### config.mk
export PLATFORM = sky130hd
export DESIGN_NAME = fetch_unit
export DESIGN_NICKNAME = d
export VERILOG_FILES = /design/src/rtl/fetch_unit.sv
export SDC_FILE = /design/constraint.sdc
export NUM_CORES = 1
export LEC_CHECK = 0
export BUFFER_PORTS_ARGS = -buffer_cell sky130_fd_sc_hd__buf_2
export CAP_MARGIN = 0
export CORE_MARGIN = 2
export CORE_UTILIZATION = 37
export DETAILED_ROUTE_END_ITERATION = 8
export PLACE_DENSITY = 0.67
export SLEW_MARGIN = 20
export SYNTH_ARGS = -nofsm -noshare
export SYNTH_HDL_FRONTEND = slang
export SYNTH_SLANG_ARGS = --single-unit
### constraint.sdc
create_clock -name clk -period 3.6 [get_ports clk]
set_input_delay 0.36 -clock clk [delete_from_list [all_inputs] [get_ports clk]]
set_output_delay 0.36 -clock clk [all_outputs]
set_load 0.05 [all_outputs]
### src/rtl/fetch_unit.sv
// Instruction fetch stage: owns the PC, keeps one word request outstanding
// to instruction memory, and presents a registered pc/next_pc/instr/valid
// bundle to decode. A one-entry skid buffer absorbs a response that lands
// while decode is stalled. Redirects flush in-flight and buffered words.
module fetch_unit #(
  parameter logic [31:0] RESET_VECTOR = 32'h8000_0000
) (
  input  logic        clk,
  input  logic        rst_n,
  output logic        fetch_valid,
  output logic [31:0] fetch_address,
  input  logic        fetch_ready,
  input  logic [31:0] fetch_data,
  input  logic        fetch_data_valid,
  input  logic        stall,
  input  logic        branch,
  input  logic [31:0] branch_address,
  output logic [31:0] pc_out,
  output logic [31:0] next_pc_out,
  output logic [31:0] instruction_out,
  output logic        valid_out
);

  typedef enum logic [1:0] {
    S_REQ  = 2'd0,
    S_WAIT = 2'd1,
    S_FULL = 2'd2
  } state_e;

  state_e      state_q;
  logic [31:0] pc_q;
  logic [31:0] req_pc_q;
  logic [31:0] buf_pc_q;
  logic [31:0] buf_instr_q;
  logic        discard_q;
  logic [31:0] pc_out_q;
  logic [31:0] next_pc_q;
  logic [31:0] instr_q;
  logic        valid_q;

  logic [31:0] target_d;
  logic        slot_free_d;
  logic        consume_d;

  // Redirect target is always word aligned; low bits are simply masked off.
  assign target_d    = branch_address & 32'hFFFF_FFFC;
  // The output slot can take a new bundle when empty or being consumed.
  assign slot_free_d = !valid_q || !stall;
  assign consume_d   = valid_q && !stall;

  assign fetch_valid     = (state_q == S_REQ);
  assign fetch_address   = pc_q;
  assign pc_out          = pc_out_q;
  assign next_pc_out     = next_pc_q;
  assign instruction_out = instr_q;
  assign valid_out       = valid_q;

  // Fetch FSM with request tracking, skid buffer and registered decode bundle.
  always_ff @(posedge clk or negedge rst_n) begin
    if (!rst_n) begin
      state_q     <= S_REQ;
      pc_q        <= RESET_VECTOR;
      req_pc_q    <= 32'h0;
      buf_pc_q    <= 32'h0;
      buf_instr_q <= 32'h0;
      discard_q   <= 1'b0;
      pc_out_q    <= 32'h0;
      next_pc_q   <= 32'h0;
      instr_q     <= 32'h0;
      valid_q     <= 1'b0;
    end else if (branch) begin
      // Redirect wins over everything; clearing valid even under stall
      // keeps an old-path instruction from ever reaching decode.
      pc_q    <= target_d;
      valid_q <= 1'b0;
      case (state_q)
        S_REQ: begin
          // An accepted old-path request still owes a response: drop it later.
          if (fetch_ready) begin
            discard_q <= 1'b1;
            state_q   <= S_WAIT;
          end
        end
        S_WAIT: begin
          if (fetch_data_valid) begin
            discard_q <= 1'b0;
            state_q   <= S_REQ;
          end else begin
            discard_q <= 1'b1;
          end
        end
        default: state_q <= S_REQ;
      endcase
    end else begin
      // Consumed bundle is retired unless replaced below in the same cycle.
      if (state_q != S_FULL && consume_d) valid_q <= 1'b0;
      case (state_q)
        S_REQ: begin
          if (fetch_ready) begin
            req_pc_q <= pc_q;
            pc_q     <= pc_q + 32'd4;
            state_q  <= S_WAIT;
          end
        end
        S_WAIT: begin
          if (fetch_data_valid) begin
            if (discard_q) begin
              discard_q <= 1'b0;
              state_q   <= S_REQ;
            end else if (slot_free_d) begin
              pc_out_q  <= req_pc_q;
              next_pc_q <= req_pc_q + 32'd4;
              instr_q   <= fetch_data;
              valid_q   <= 1'b1;
              state_q   <= S_REQ;
            end else begin
              buf_pc_q    <= req_pc_q;
              buf_instr_q <= fetch_data;
              state_q     <= S_FULL;
            end
          end
        end
        S_FULL: begin
          if (!stall) begin
            pc_out_q  <= buf_pc_q;
            next_pc_q <= buf_pc_q + 32'd4;
            instr_q   <= buf_instr_q;
            valid_q   <= 1'b1;
            state_q   <= S_REQ;
          end
        end
        default: state_q <= S_REQ;
      endcase
    end
  end

endmodule

==> results of run 1 <==
==> worst max-delay path by stage <==
stage	from	end	slack, ns	cells after the start
floorplan	state_q[0]	next_pc_out[24]	0.55	14
global placement	state_q[0]	next_pc_out[31]	0.72	8
detailed placement	state_q[0]	next_pc_out[31]	0.64	8
CTS	state_q[0]	next_pc_out[31]	0.65	8
global route	state_q[0]	next_pc_out[31]	0.48	8
finish	state_q[0]	next_pc_out[31]	0.63	8
==> where the power goes <==
group | internal (mW) | switching, mW | total [mW]
sequential | 3.31 | 0.647 | 3.95
clock | 1.68 | 0.982 | 2.66
combinational | 1.16 | 2.99 | 4.15
total | 6.15 | 4.62 | 10.8
==> per-stage QoR <==
| stage | hold WS, ns | instance area (µm²) | instances | utilization [%] |
|---|---|---|---|---|
| 2_1_floorplan | 0.06441 | 10170 | 938 | - |
| 3_3_place_gp | 0.3253 | 11420 | 1426 | 42.37 |
| 3_5_place_dp | 0.3279 | 11420 | 1426 | 42.37 |
| 4_1_cts | 0.03353 | 12300 | 1471 | 45.65 |
| 5_1_grt | 0.04219 | 12300 | 1471 | 45.65 |
| 6_report | 0.05777 | 12300 | 1471 | 45.65 |
==> logic make-up after synthesis <==
kind of cell	synth area share [%]
and+or+nand+nor	12.75
DFF	53.77
AOI/OAI and AO/OA	9.654
muxes	15.87
buffers and inverters	3.427
xor gates and xnor gates	3.884
adders and majority gates	0.6164
other	0.03695
==> sequential cells by signal, summed over array words and instances (netlist names) <==
signal           count
valid_out            1
pc_out              30
fetch_address       30
next_pc_out         30
buf_pc_q            30
discard_q            1
instruction_out     32
state_q              2
req_pc_q            30
buf_instr_q         32
==> area by class of cell <==
cell class                      count  area (µm²)  share of cell area [%]
Multi-Input combinational cell    648        4390                   35.68
Timing Repair Buffer              205        1099                   8.928
Inverter                           15       56.30                  0.4576
Clock inverter                      8       148.9                   1.210
Tap cell                          341       426.7                   3.468
Clock buffer                       36       726.9                   5.908
Sequential cell                   218        5456                   44.35
==> cells in the mapped netlist, types with 2 or more instances <==
cell type  instances  area, µm²
or4_1              3      22.52
or3_1              3      18.77
clkbuf_1          29      108.9
o21ai_0          109      545.5
inv_1             15      56.30
mux2i_1           54      540.5
a21oi_1           11      55.05
nand3b_1           4      30.03
xor2_1            11      96.34
o211ai_1           2      15.01
o31a_1             2      17.52
ha_1               5      62.56
a221o_1            3      30.03
nand2_1          156      585.6
nand2b_1           2      12.51
nand3_1           23      115.1
o21a_1             3      22.52
nor2b_1            2      12.51
a21o_1             4      30.03
a211oi_4           2      40.04
a32o_1             4      40.04
xnor2_1           34      297.8
buf_4              9      67.56
nor4_1             5      31.28
nor3b_1            2      15.01
o311a_1            3      30.03
buf_2             15      75.07
a211oi_1           4      30.03
dfrtp_1          217       5430
a22o_1             2      17.52
nand4b_1           5      43.79
and4_1             2      17.52
mux2_2            95       1070
o31ai_1            6      45.04
and3b_1            2      17.52
nor3_1            17      85.08
nor2_1            29      108.9
nand4_1           21      131.4
==> routing by layer <==
layer	global-route usage (%)	wire length [µm]	vias up
met5	0	0	-
met4	3.976	528	0
met3	3.102	1479	34
met2	25.22	10370	263
met1	25.58	12110	3598
li1	-	-	3633
==> worst max-delay path: cells and delay by family (launching register included) <==
kind | cells | cell delay [ns]
buffers and inverters | 2 | 0.47
AOI/OAI and AO/OA | 3 | 1.09
DFF | 1 | 0.40
and+or+nand+nor | 2 | 0.34
adders and majority gates | 1 | 0.53
==> timing repair <==
action                                 4_1_cts  5_1_grt
endpoints found under the hold margin       57        0
gates resized for setup                      0        0
hold buffers                                 1        0
==> impl_results.md, run 1 <==
- Clk root buf: clkbuf_16
- Fmax: 0.3368 GHz
- Most common cell after layout, fill and taps aside: dfrtp_1
- Post-DRT Antenna Nets: 0
- Gate Count Post-Synth: roughly 930
- EDFF count, synth: 0
- Die W: approximately 170 µm
- Iter 0 DRT Violations: roughly 440
- Hold Path Origin: branch_address[9]
- Hold path cells: 3
- Final setup viols: 0
- H-tree depth: 1
- Layout cell share with drive strength beyond 1: between 30 and 40%
- Status: finished, final reports clean
- Total Neg Setup Slack: 0 ns
- Crit start category: register
- Worst Tran Pin Value: approximately 1 ns
- Final hold viol count: 0
- Hold EP: fetch_address[9]
- Maximum clock path buffer count: 3
- NumNets Final: between 1k and 1.5k
- First-pass GRT wire length: 39,300 µm
- CTS tree: done
- CP Capture Type: register
- Post-DR wirelength/cell: around 17 µm
- CTS clk-pin slew, worst paths: approximately 0.060 ns
- Flops & latches, synth: ~220
- Via count: roughly 7.5k
- Slew headroom: about a third
- Most frequent cells in the layout: 217 x dfrtp_1, 190 x buf_2, 156 x nand2_1
- Worst Hold Class: input pin to register
- Worst r2r src: state_q[0]
- Residual DRC count: 0
- # diodes: 0
- CP Data Arrival Time: roughly 3.4 ns
- Overall Power: 10.76 mW
- Most frequent CP cell: nand3_1
- Grt total ovfl: 0
- RSZ-0062 raised after global routing: no
- Slew Limit Fails: 0
- Postcts setup bufs: 0
- Async SR Flop Fraction: between 90% and 100%
- Hpwl dp: roughly 17,000 µm
- Pin count of the biggest net entering global routing: 85
- Chip Height: 169.6 µm
- Row count: 60
- Critical path required time: about 4.0 ns
- Die area: between 20,000 and 30,000 µm²
- Reg2Reg Depth: 8
- Io pins: 200
- Main synth FF type: dfrtp_1
- Drt pass-1 iters: 5
- Floorplan core area: roughly 27,000 µm²
- Final worst-path cycle share: around 82%
- Starting Density: a little under two fifths
- PwrDens: approximately 870 nW/µm²
- Peak supply drop: 345.7 µV
- Initial antenna violation count: 1
- Port Buffers: between 150 and 200
- Post-Route WL: about 24,000 µm
- CP max FO: 44
- Vias per cell: around 5.1
- Fillers: 2,567
- Vias in the first global route: just over 7k
- Max_cap viols: 0
- Syn_area_per_cell: about 11 µm²
- CP max stage cell: ha_4
- Final Skew: about 0.018 ns
- Synth Cell Area: about 10,000 µm²
- Clock Sinks: 218
- Final worst setup slack: about 0.63 ns
- Layout Area Growth over Synthesis: 21.24%
- Routability cong.: 0.8340
- Crit Reg-Reg Endpoint: next_pc_out[31]
- Total CTS buffers: 25
- Dpl ws: ~0.64 ns
- GRT Total Usage: roughly 17%
- Max stage delay on crit path: 0.53 ns
- R2R setup slack: between 0.6 and 0.7 ns
- Worst-Skew Late Latency: about 0.52 ns
- Cell variety after synth: 56
- Worst-path cell chain: inv_1 > ha_4 > buf_4 > nand3_1 > a222oi_1 > nand3_1 > o311a_1 > a221o_1
- P_leak: about 5.7 nW
- Synthesis Warnings: 0
- Crit Path Category: register to register
- Period minus WS final: between 2 and 3 ns
- Sequential fraction of the synthesis area: between 50 and 60%
Note: power is estimated with default switching activity, not from simulation.
==> run 2, diff against run 1 <==
--- a/config.mk
+++ b/config.mk
@@ -10,7 +10,7 @@
 export CORE_MARGIN = 2
 export CORE_UTILIZATION = 37
 export DETAILED_ROUTE_END_ITERATION = 8
-export PLACE_DENSITY = 0.67
+export PLACE_DENSITY = 0.69
 export SLEW_MARGIN = 20
 export SYNTH_ARGS = -nofsm -noshare
 export SYNTH_HDL_FRONTEND = slang
==> constraint.sdc (replaced) <==
create_clock -name clk -period 2.63 [get_ports clk]
set_input_delay 0.263 -clock clk [delete_from_list [all_inputs] [get_ports clk]]
set_output_delay 0.263 -clock clk [all_outputs]
set_load 0.05 [all_outputs]
==> impl_results.md, run 2 (synthesis gave the netlist of run 1 again) <==
- Vias per cell: 5.064
- Dpl ws: 0.01279 ns
- Floorplan core area: 26,950 µm²
- Clk root buf: clkbuf_16
- Most common cell after layout, fill and taps aside: dfrtp_1
- Worst r2r src: state_q[1]
- Hpwl dp: about 18,000 µm
- Non-Filler Instances: 1,562
- Layout cell share with drive strength beyond 1: a little under a third
- Total CTS buffers: 25
- # diodes: 0
- CP max FO: 10
- Clock Sinks: around 220
- Row count: 60
- First-pass GRT wire length: 40,910 µm
- Post-DR wirelength/cell: 16.38 µm
- Starting Density: 37.66%
- Status: finished, final reports clean
- Chip Height: 169.6 µm
- Post-Route WL: 25,580 µm
- Via count: around 7.9k
- Crit start category: register
- Hold EP: buf_instr_q[6]
- Fmax: roughly 0.39 GHz
- Vias in the first global route: around 7.7k
- Total Neg Setup Slack: 0 ns
- Period minus WS final: roughly 2.6 ns
- Slew headroom: a little under three fifths
- Max_cap viols: 0
- Hold Path Origin: fetch_data[6]
- Initial antenna violation count: 0
- P_leak: a little over 6 nW
- Die area: approximately 29,000 µm²
- Slew Limit Fails: 0
- H-tree depth: 1
- PwrDens: between 1000 and 1500 nW/µm²
- CP Data Arrival Time: 2.95 ns
- Placed cell area: between 10,000 and 15,000 µm²
- Fin area: roughly 13,000 µm²
- NumNets Final: around 1.3k
- Post-DRT Antenna Nets: 0
- Grt total ovfl: 0
- Hold path cells: 2
- CP Capture Type: register
- Most frequent cells in the layout: 217 x dfrtp_1, 190 x buf_2, 155 x nand2_1
- GRT Total Usage: between 15 and 20%
- Crit Path Category: register to register
- Port Buffers: 191
- Final Skew: ~0.008 ns
- R2R setup slack: 0.07 ns
- CTS tree: done
- Critical path required time: between 3 and 4 ns
- Peak supply drop: 522.2 µV
- Final hold viol count: 0
- Io pins: 200
- Maximum clock path buffer count: 3
- Die W: 169.6 µm
- Final worst-path cycle share: 97.43%
- Worst-Skew Late Latency: between 0.5 and 0.6 ns
- Final setup viols: 0
- Iter 0 DRT Violations: around 420
- Worst Tran Pin Value: 0.6492 ns
- Drt pass-1 iters: 4
- Pin count of the biggest net entering global routing: a little over 80
- Reg2Reg Depth: 8
- Final worst setup slack: roughly 0.068 ns
- Routability cong.: roughly 0.83
- Worst Hold Class: input pin to register
- Crit Reg-Reg Endpoint: next_pc_out[31]
- CTS clk-pin slew, worst paths: 0.06 ns
- Layout Area Growth over Synthesis: 30.77%
- Residual DRC count: 0
- DP Cell Count: between 1k and 1.5k
-- run 2: cell types whose count changed in the layout (fill, tap and decap cells not counted), sizes merged --
cell	previous run	this run
buf	204	237
bufinv	4	5
clkbuf	36	34
clkinv	1	3
dlygate4sd3	1	59
inv	16	15
-- run 2: repair_timing --
item	in CTS	in global routing
setup buffers	0	7
endpoints found under the hold margin	136	0
endpoints found under the setup margin	0	11
hold buffers	59	0
resized for setup	0	2
-- run 2: routing by layer --
metal  vias to the layer above  GRT usage [%]  share of wire (%)  routed length, µm
met4                         0          5.574                2.9                748
li1                       3833              -                  -                  -
met3                        48          2.752                4.9               1261
met2                       234          27.10                 45              11390
met5                         -              0                  0                  0
met1                      3795          25.66                 48              12190
-- run 2: layout make-up --
type                            instances  area [µm²]
Clock buffer                           34       719.4
Timing Repair Buffer                  296        2018
Inverter                               15       56.30
Multi-Input combinational cell        648        4410
Sequential cell                       218        5456
Clock inverter                         10       183.9
Fill cell                            2449       13680
Tap cell                              341       426.7
-- run 2: worst max-delay path: stages (launching register included) --
cell	delay, ns
dfrtp_1	0.42
ha_4	0.22
buf_4	0.20
nand4b_1	0.26
a211oi_4	0.39
buf_4	0.19
nand3_1	0.14
o311a_1	0.36
a221o_1	0.25
-- run 2: through the flow --
step / total power, mW / util [%] / hold WS (ns)
floorplan: 9.546 / - / -0.03259
global placement: 11.21 / 43.44 / 0.3023
detailed placement: 11.35 / 43.44 / 0.3039
CTS: 15.24 / 48.98 / 0.004107
global route: 15.98 / 49.24 / 0.01219
finish: 15.13 / 49.24 / 0.02180
-- run 2: where the power goes --
part | switching, mW | internal, mW
sequential | 0.907 | 4.53
combinational | 4.17 | 1.77
clock | 1.36 | 2.40
total | 6.44 | 8.69
-- run 2: worst max-delay path by stage --
| stage | depth (start not counted) | startpoint | to |
|---|---|---|---|
| floorplan | 14 | state_q[0] | next_pc_out[24] |
| global placement | 8 | state_q[0] | next_pc_out[21] |
| detailed placement | 8 | state_q[0] | next_pc_out[21] |
| CTS | 8 | state_q[0] | next_pc_out[21] |
| global route | 9 | state_q[0] | next_pc_out[31] |
| finish | 8 | state_q[1] | next_pc_out[31] |
